File: config.mk
export PLATFORM = sky130hd
export DESIGN_NAME = fmap_serializer
export DESIGN_NICKNAME = d
export VERILOG_FILES = /design/src/rtl/fmap_serializer.sv
export SDC_FILE = /design/constraint.sdc
export NUM_CORES = 1
export LEC_CHECK = 0
export ABC_CLOCK_PERIOD_IN_PS = 2900
export BUFFER_PORTS_ARGS = -buffer_cell sky130_fd_sc_hd__buf_2
export CAP_MARGIN = 20
export CORE_ASPECT_RATIO = 1.1
export CORE_UTILIZATION = 56
export CTS_CLUSTER_DIAMETER = 120
export DETAILED_ROUTE_END_ITERATION = 12
export PLACE_DENSITY = 0.8
export SETUP_SLACK_MARGIN = 0.5
export SLEW_MARGIN = 20
export SYNTH_ARGS = -nofsm -noshare
export SYNTH_HDL_FRONTEND = slang
export SYNTH_SLANG_ARGS = --single-unit
File: constraint.sdc
create_clock -name clk -period 2.9 [get_ports clk]
set_input_delay 0 -clock clk [delete_from_list [all_inputs] [get_ports clk]]
set_output_delay 0 -clock clk [all_outputs]
set_load 0.005 [all_outputs]
File: src/rtl/fmap_serializer.sv
// fmap_serializer: accepts a whole packed feature map through a valid/ready
// load handshake, then streams its elements out one per cycle in index order
// with index and last markers. A new map may be loaded on the last beat of
// the current one, so frames can follow each other with no bubble.
module fmap_serializer #(
  parameter int fm_width   = 5,
  parameter int fm_height  = 5,
  parameter int value_size = 16,
  localparam int N         = fm_width * fm_height,
  localparam int IDX_W     = (N > 1) ? $clog2(N) : 1
) (
  input  logic                      clk,
  input  logic                      rst_n,
  input  logic                      in_valid,
  output logic                      in_ready,
  input  logic [N*value_size-1:0]   In_map,
  output logic                      out_valid,
  input  logic                      out_ready,
  output logic [value_size-1:0]     out_data,
  output logic [IDX_W-1:0]          out_index,
  output logic                      out_last
);

  typedef enum logic {IDLE, SEND} state_t;

  localparam logic [IDX_W-1:0] LAST_IDX = IDX_W'(N - 1);

  state_t state, next_state;
  logic [IDX_W-1:0] idx, idx_next;
  // Ascending element range so element 0 sits at the MSB end, matching In_map.
  logic [0:N-1][value_size-1:0] shadow;
  logic at_last;
  logic load;
  logic out_fire;

  // State, element counter and the captured map; the map only changes on a load.
  always_ff @(posedge clk or negedge rst_n) begin
    if (!rst_n) begin
      state  <= IDLE;
      idx    <= '0;
      shadow <= '0;
    end else begin
      state <= next_state;
      idx   <= idx_next;
      if (load) begin
        shadow <= In_map;
      end
    end
  end

  // Handshakes and next-state: a load is accepted when idle or on the final beat.
  always_comb begin
    at_last    = (idx == LAST_IDX);
    in_ready   = (state == IDLE) || ((state == SEND) && at_last && out_ready);
    load       = in_valid && in_ready;
    out_valid  = (state == SEND);
    out_fire   = out_valid && out_ready;
    next_state = state;
    idx_next   = idx;
    case (state)
      IDLE: begin
        if (load) begin
          next_state = SEND;
          idx_next   = '0;
        end
      end
      SEND: begin
        if (out_fire) begin
          if (at_last) begin
            idx_next   = '0;
            next_state = load ? SEND : IDLE;
          end else begin
            idx_next = idx + IDX_W'(1);
          end
        end
      end
      default: begin
        next_state = IDLE;
        idx_next   = '0;
      end
    endcase
  end

  // Element outputs come only from registered state and read zero while idle.
  always_comb begin
    out_data  = '0;
    out_index = '0;
    out_last  = 1'b0;
    if (state == SEND) begin
      out_data  = shadow[idx];
      out_index = idx;
      out_last  = at_last;
    end
  end

endmodule

==> results of run 1 <==
==> registers in the layout, summed over array words and instances (netlist names) <==
name,flops
idx,5
out_valid,1
shadow,400
==> layout make-up <==
cell class / instances / share of cell area
repair buffers: 942 / 0.262
well taps: 487 / 0.0204
diodes: 9 / 0.000752
inverters: 5 / 0.000627
multi-input cells: 778 / 0.329
flip-flops and latches: 406 / 0.340
clock buffers: 62 / 0.0424
clock inverters: 15 / 0.00523
==> synth_stat cells, drive strengths merged <==
cell	instances	area (um2)
o31ai	1	7.51
nand2b	1	6.26
a21oi	3	15.0
a221o	16	160
o211ai	17	128
nand4b	1	8.76
nand2	8	37.5
dfrtp	406	10200
mux4	16	360
nor2b	2	12.5
nor3b	1	7.51
and2	5	31.3
ha	2	25.0
a41o	1	10.0
a22oi	64	480
nor3	1	5.00
clkbuf	20	75.1
o21ai	2	10.0
a32o	1	10.0
mux2i	161	1610
nor4b	1	23.8
inv	5	18.8
a31oi	2	12.5
buf	79	1100
a2bb2oi	16	140
and3b	1	8.76
a21bo	1	16.3
and4b	2	23.8
nor2	17	63.8
mux2	400	6010
o21a	1	7.51
nand3	32	160
==> metrics by stage <==
stage,util,std cells,instance area [um2],setup WS (ps),hold WS [ps]
2_1_floorplan,-,1286,20800,510,-296
3_3_place_gp,0.633,2148,23000,435,154
3_5_place_dp,0.633,2148,23000,409,173
4_1_cts,0.800,2653,29100,221,147
5_1_grt,0.823,2703,29900,76.7,177
6_report,0.823,2704,29900,93.9,123
==> per-layer routing <==
metal  vias to the layer above  part of all wire  wire length, um
met5                         -                 0                0
met4                         0             0.088             7220
met2                      1130              0.49            39900
met3                       413             0.082             6720
li1                       6574                 -                -
met1                      8298              0.34            28200
==> cell families (layout without fill, tap and decap cells) <==
kind of cell	after synthesis	count (layout)	synth area share
AND/OR/NAND/NOR	72	74	0.0188
multiplexers	577	577	0.385
buffers and inverters	104	1024	0.0577
other	0	9	0
adder cells (fa/ha/maj)	2	2	0.00121
flip-flops	406	406	0.490
AO/OA/AOI/OAI	125	125	0.0481
==> worst paths after layout <==
kind                             start           to  slack, ps  cells after the start
min in group clk           In_map[109]  shadow[109]        170                      3
max                             idx[0]  out_data[8]         90                      8
max reg2reg                     idx[0]   shadow[30]        430                      9
min reg2reg                shadow[318]  shadow[318]        510                      1
min                              rst_n   shadow[82]        120                      2
max in group asynchronous        rst_n  shadow[294]       1780                      3
==> worst register-to-register path: cells and delay by family, from the launching register on <==
| kind | cells | cell delay (ps) |
|---|---|---|
| multiplexers | 1 | 370 |
| AO/OA/AOI/OAI | 1 | 240 |
| adder cells (fa/ha/maj) | 1 | 150 |
| flip-flops | 1 | 560 |
| AND/OR/NAND/NOR | 2 | 400 |
| buffers and inverters | 4 | 620 |
==> report_power, final <==
part	switching (mW)	internal, mW	leakage [nW]
Sequential	2.38	8.45	4.95
Combinational	6.62	8.06	9.61
Clock	2.49	3.31	0.709
==> timing repair <==
action,CTS,global route
gates resized for setup,49,50
pin swaps,10,22
endpoints found under the setup margin,16,227
setup buffers,16,25
hold buffers,404,0
gates cloned,8,17
hold endpoints to repair,507,0
==> metrics.cfg, run 1 <==
[status]
status = finished, final reports clean

[clock_tree]
numCtsBuffers = 43
clockBufferDepth = 3
cts.sinks = 406
cts_tree = done
cts-root-buf = clkbuf_16
clk_pin_slew_ps = 70
clkLatencyLatePin_ps = 590
htree_levels = 2

[worst_setup_path]
crit_required_ps = 2900
cp-start-kind = register
cp_max_fo = 6
max_stage_delay_ps = 560
crit_slowest_cell = dfrtp_4
cp.arrival_ps = 2810
critPathBufInv = 5
cp_common_cell = buf_4
critical_path.cell_chain = buf_4 > buf_4 > nor4b_4 > buf_4 > buf_4 > a2bb2oi_4 > o211ai_1 > buf_2
path_delay_family = buffers and inverters
cp-end-kind = output port
path_class = register to output port

[die]
initial_core_util = 0.571
die_area_um2 = 37800
fp-row-count = 73
num_io_pins = 428
die_height_um = 204
fp.dieW_um = 186
core_area_um2 = 36400

[sta]
fin_tns_setup_ps = 0
maxSlewViolCount = 0
rsz0062_at_grt = true
finalCritPeriodShare = 0.968
worst_pin_slew_ps = 970
fmax_mhz = 356
hold_viol = 0
setup-violations-final = 0
fin_worst_skew_ps = 20.7
slew_headroom = 0.353
fin_crit_ps = 2810

[yosys]
seq_area_frac_synth = 0.490
synth_cell_types = 39
avgSynthCellArea_um2 = 16.1
netlist_area_um2 = 20700
ys_ff_latch = 406
ys_warn_count = 0
synth_cells = 1286
synth_nets = 1692

[global_route]
grt_usage = 0.413
antenna_found_initial = 9
busiest_layer = met2
grt_use_met1 = 0.465
met3_usage = 0.0905
grt.overflow.total = 0
grt_pass1_wl_um = 113000
groute.layer.met2.usage = 0.685
grt_pass1_vias = 18000
grt_max_degree = 112

[place]
port_buffers = 427
routabilityCongestion = 0.876
dpl.hpwl_um = 41600

[finish]
multi_input_area_um2 = 9850
final_nets = 2582
final_cell_mix = buf_2 (426), dfrtp_1 (405), dlygate4sd3_1 (404)
nFillCells = 1769
seq_area_um2 = 10200
layout_commonest_cell = buf_2
area_growth_pct = 44.3
drive_above_1_share = 0.487

[detailed_routing]
drc = 0
wl_um = 82000
vias = 16400
wl_per_cell_um = 30.3
dr.first_iter.drc_count = 1662
antenna_left = 0
avgViaCountPerCell = 6.07
first_pass_iters = 5

[power_and_ir_drop]
ir_drop_v = 0.000636
power_density_nw_per_um2 = 1050
p_leak_nw = 15.3
power.total_mw = 31.3

[flow_run]
maxCapViolations = 0

[worst_hold_path]
hold_class = input pin to asynchronous set/reset pin

Note: power is estimated with default switching activity, not from simulation.
==> run 2, diff against run 1 <==
--- a/config.mk
+++ b/config.mk
@@ -11,7 +11,9 @@
 export CORE_ASPECT_RATIO = 1.1
 export CORE_UTILIZATION = 56
 export CTS_CLUSTER_DIAMETER = 120
+export CTS_CLUSTER_SIZE = 8
 export DETAILED_ROUTE_END_ITERATION = 12
+export MAX_ROUTING_LAYER = met4
 export PLACE_DENSITY = 0.8
 export SETUP_SLACK_MARGIN = 0.5
 export SLEW_MARGIN = 20
==> run 2 against run 1 <==
- global-route usage increased by 3.2 points
- first-iteration DRC count decreased by 14%
- routed wire length increased by 1.3%
- hold slack got worse by 1.1 ps
- sequential power about the same
- final area decreased by 0.70%
- critical path depth decreased by 1
- flip-flop and latch count unchanged
- total power about the same
- non-clock buffer count decreased by 13
- count of clock-buffer cells in the layout decreased by 3
- die area unchanged
- largest cell class unchanged
- largest power group unchanged
==> metrics.cfg, run 2 (synthesis results as in run 1) <==
[finish]
final_cell_mix = buf_2 (426), dlygate4sd3_1 (404), dfrtp_1 (404)
design_area_um2 = 29700  ; -0.70%
final_core_util = 0.818  ; -0.00575
nFillCells = 1785  ; +0.90%
layout_commonest_cell = buf_2
largest-register = shadow
largest_reg_flops = 400  ; unchanged
drive_above_1_share = 0.484  ; -0.00340
multi_input_area_um2 = 9800  ; -0.51%
seq_area_um2 = 10200  ; about the same
final_cells = 2676  ; -1.0%
final_nets = 2581  ; -0.039%
area_growth_pct = 43.3

[clock_tree]
clockBufferDepth = 3  ; unchanged
clk_pin_slew_ps = 60  ; about the same
htree_levels = 2  ; unchanged
cts_tree = done
clkLatencyLatePin_ps = 600  ; about the same
cts-root-buf = clkbuf_16
numCtsBuffers = 56  ; +30%
cts.sinks = 406  ; unchanged

[sta]
fin_worst_skew_ps = 18.8  ; -1.91 ps
fin_crit_ps = 2800  ; -6.43 ps
fin_ws_ps = 100  ; +6.43 ps
setup-violations-final = 0  ; unchanged
slew_headroom = 0.335  ; -0.0176
rsz0062_at_grt = true
finalCritPeriodShare = 0.965  ; -0.00222
maxSlewViolCount = 0  ; unchanged
hold_viol = 0  ; unchanged
worst_pin_slew_ps = 997  ; +26.4 ps
fin_tns_setup_ps = 0  ; unchanged
fmax_mhz = 357  ; +0.23%
hold_slack_ps = 122  ; -1.12 ps

[place]
placed_area_um2 = 23000  ; unchanged
dpl.hpwl_um = 41600  ; unchanged
port_buffers = 427  ; unchanged
dp_slack_ps = 409  ; unchanged
routabilityCongestion = 0.894  ; +2.1%
dp.cells = 2148  ; unchanged

[global_route]
grt.overflow.total = 0  ; unchanged
grt_usage = 0.445  ; +0.0316
grt_pass1_wl_um = 117000  ; +3.9%
grt_max_degree = 112  ; unchanged
met3_usage = 0.108  ; +0.0173
grt_pass1_vias = 18400  ; +2.3%
antenna_found_initial = 10  ; +1
grt_use_met1 = 0.462  ; -0.00255
groute.layer.met2.usage = 0.715  ; +0.0300
busiest_layer = met2

[die]
die_area_um2 = 37800  ; unchanged
num_io_pins = 428  ; unchanged
initial_core_util = 0.571  ; unchanged
fp.dieW_um = 186  ; unchanged
core_area_um2 = 36400  ; unchanged
fp-row-count = 73  ; unchanged
die_height_um = 204  ; unchanged

[worst_hold_path]
hold_class = input pin to asynchronous set/reset pin

[detailed_routing]
first_pass_iters = 6  ; +1
avgViaCountPerCell = 6.13  ; +0.95%
vias = 16400  ; -0.097%
dr.first_iter.drc_count = 1423  ; -14%
antenna_left = 0  ; unchanged
wl_per_cell_um = 31.0  ; +2.4%
drc = 0  ; unchanged
wl_um = 83100  ; +1.3%

[worst_setup_path]
r2r-start = idx[0]
cp-startpoint = idx[0]
crit_required_ps = 2900  ; about the same
max_stage_delay_ps = 540  ; -20 ps
cp_max_fo = 31  ; +25
cp.arrival_ps = 2800  ; about the same
path_class = register to output port
crit_slowest_cell = dfrtp_4
cp-start-kind = register
cp-end-kind = output port
critical_path.cell_chain = buf_12 > buf_16 > mux2i_1 > a22oi_1 > nand3_1 > o211ai_1 > buf_2

[power_and_ir_drop]
p_leak_nw = 15.2  ; -0.78%
power.total_mw = 31.3  ; about the same
ir_drop_v = 0.000763  ; +20%
power_density_nw_per_um2 = 1050  ; +0.79%

[status]
status = finished, final reports clean

[flow_run]
maxCapViolations = 0  ; unchanged

run 2: critical path: cells and delay by family (launching register included):
family                 cells  cell delay (ps)
DFF                        1              540
muxes                      1              190
and+or+nand+nor            1              230
AOI/OAI and AO/OA          2              580
buffers and inverters      3              620
run 2: area by class of cell:
class                      instances  share of cell area
sequential                       406               0.342
multi-input combinational        777               0.330
timing repair buffer             929               0.257
clock buffer                      59              0.0486
tap                              487              0.0205
antenna                           13             0.00109
inverter                           5            0.000631
run 2: timing repair:
action,CTS,global route
cloned,8,9
hold endpoints to repair,507,0
resized for setup,71,18
pin swaps,19,14
buffers inserted,22,13
endpoints found under the setup margin,16,247
hold buffers,404,0
run 2: final timing paths:
path,depth (start not counted),to,slack [ps]
max in group asynchronous,3,shadow[374],1770
min in group clk,3,shadow[363],160
worst min register to register,1,shadow[24],510
worst max-delay path,7,out_data[13],100
worst min-delay path,2,shadow[148],120
worst max register to register,8,shadow[2],510
run 2: where the power goes:
part,switching (mW),internal [mW]
clock network,2.48,3.44
logic,6.57,7.95
registers,2.42,8.46
run 2: routing by layer:
layer	share of wire	vias up
li1	-	6536
met1	0.33	8087
met2	0.48	1266
met3	0.088	510
met4	0.097	0
met5	0	-
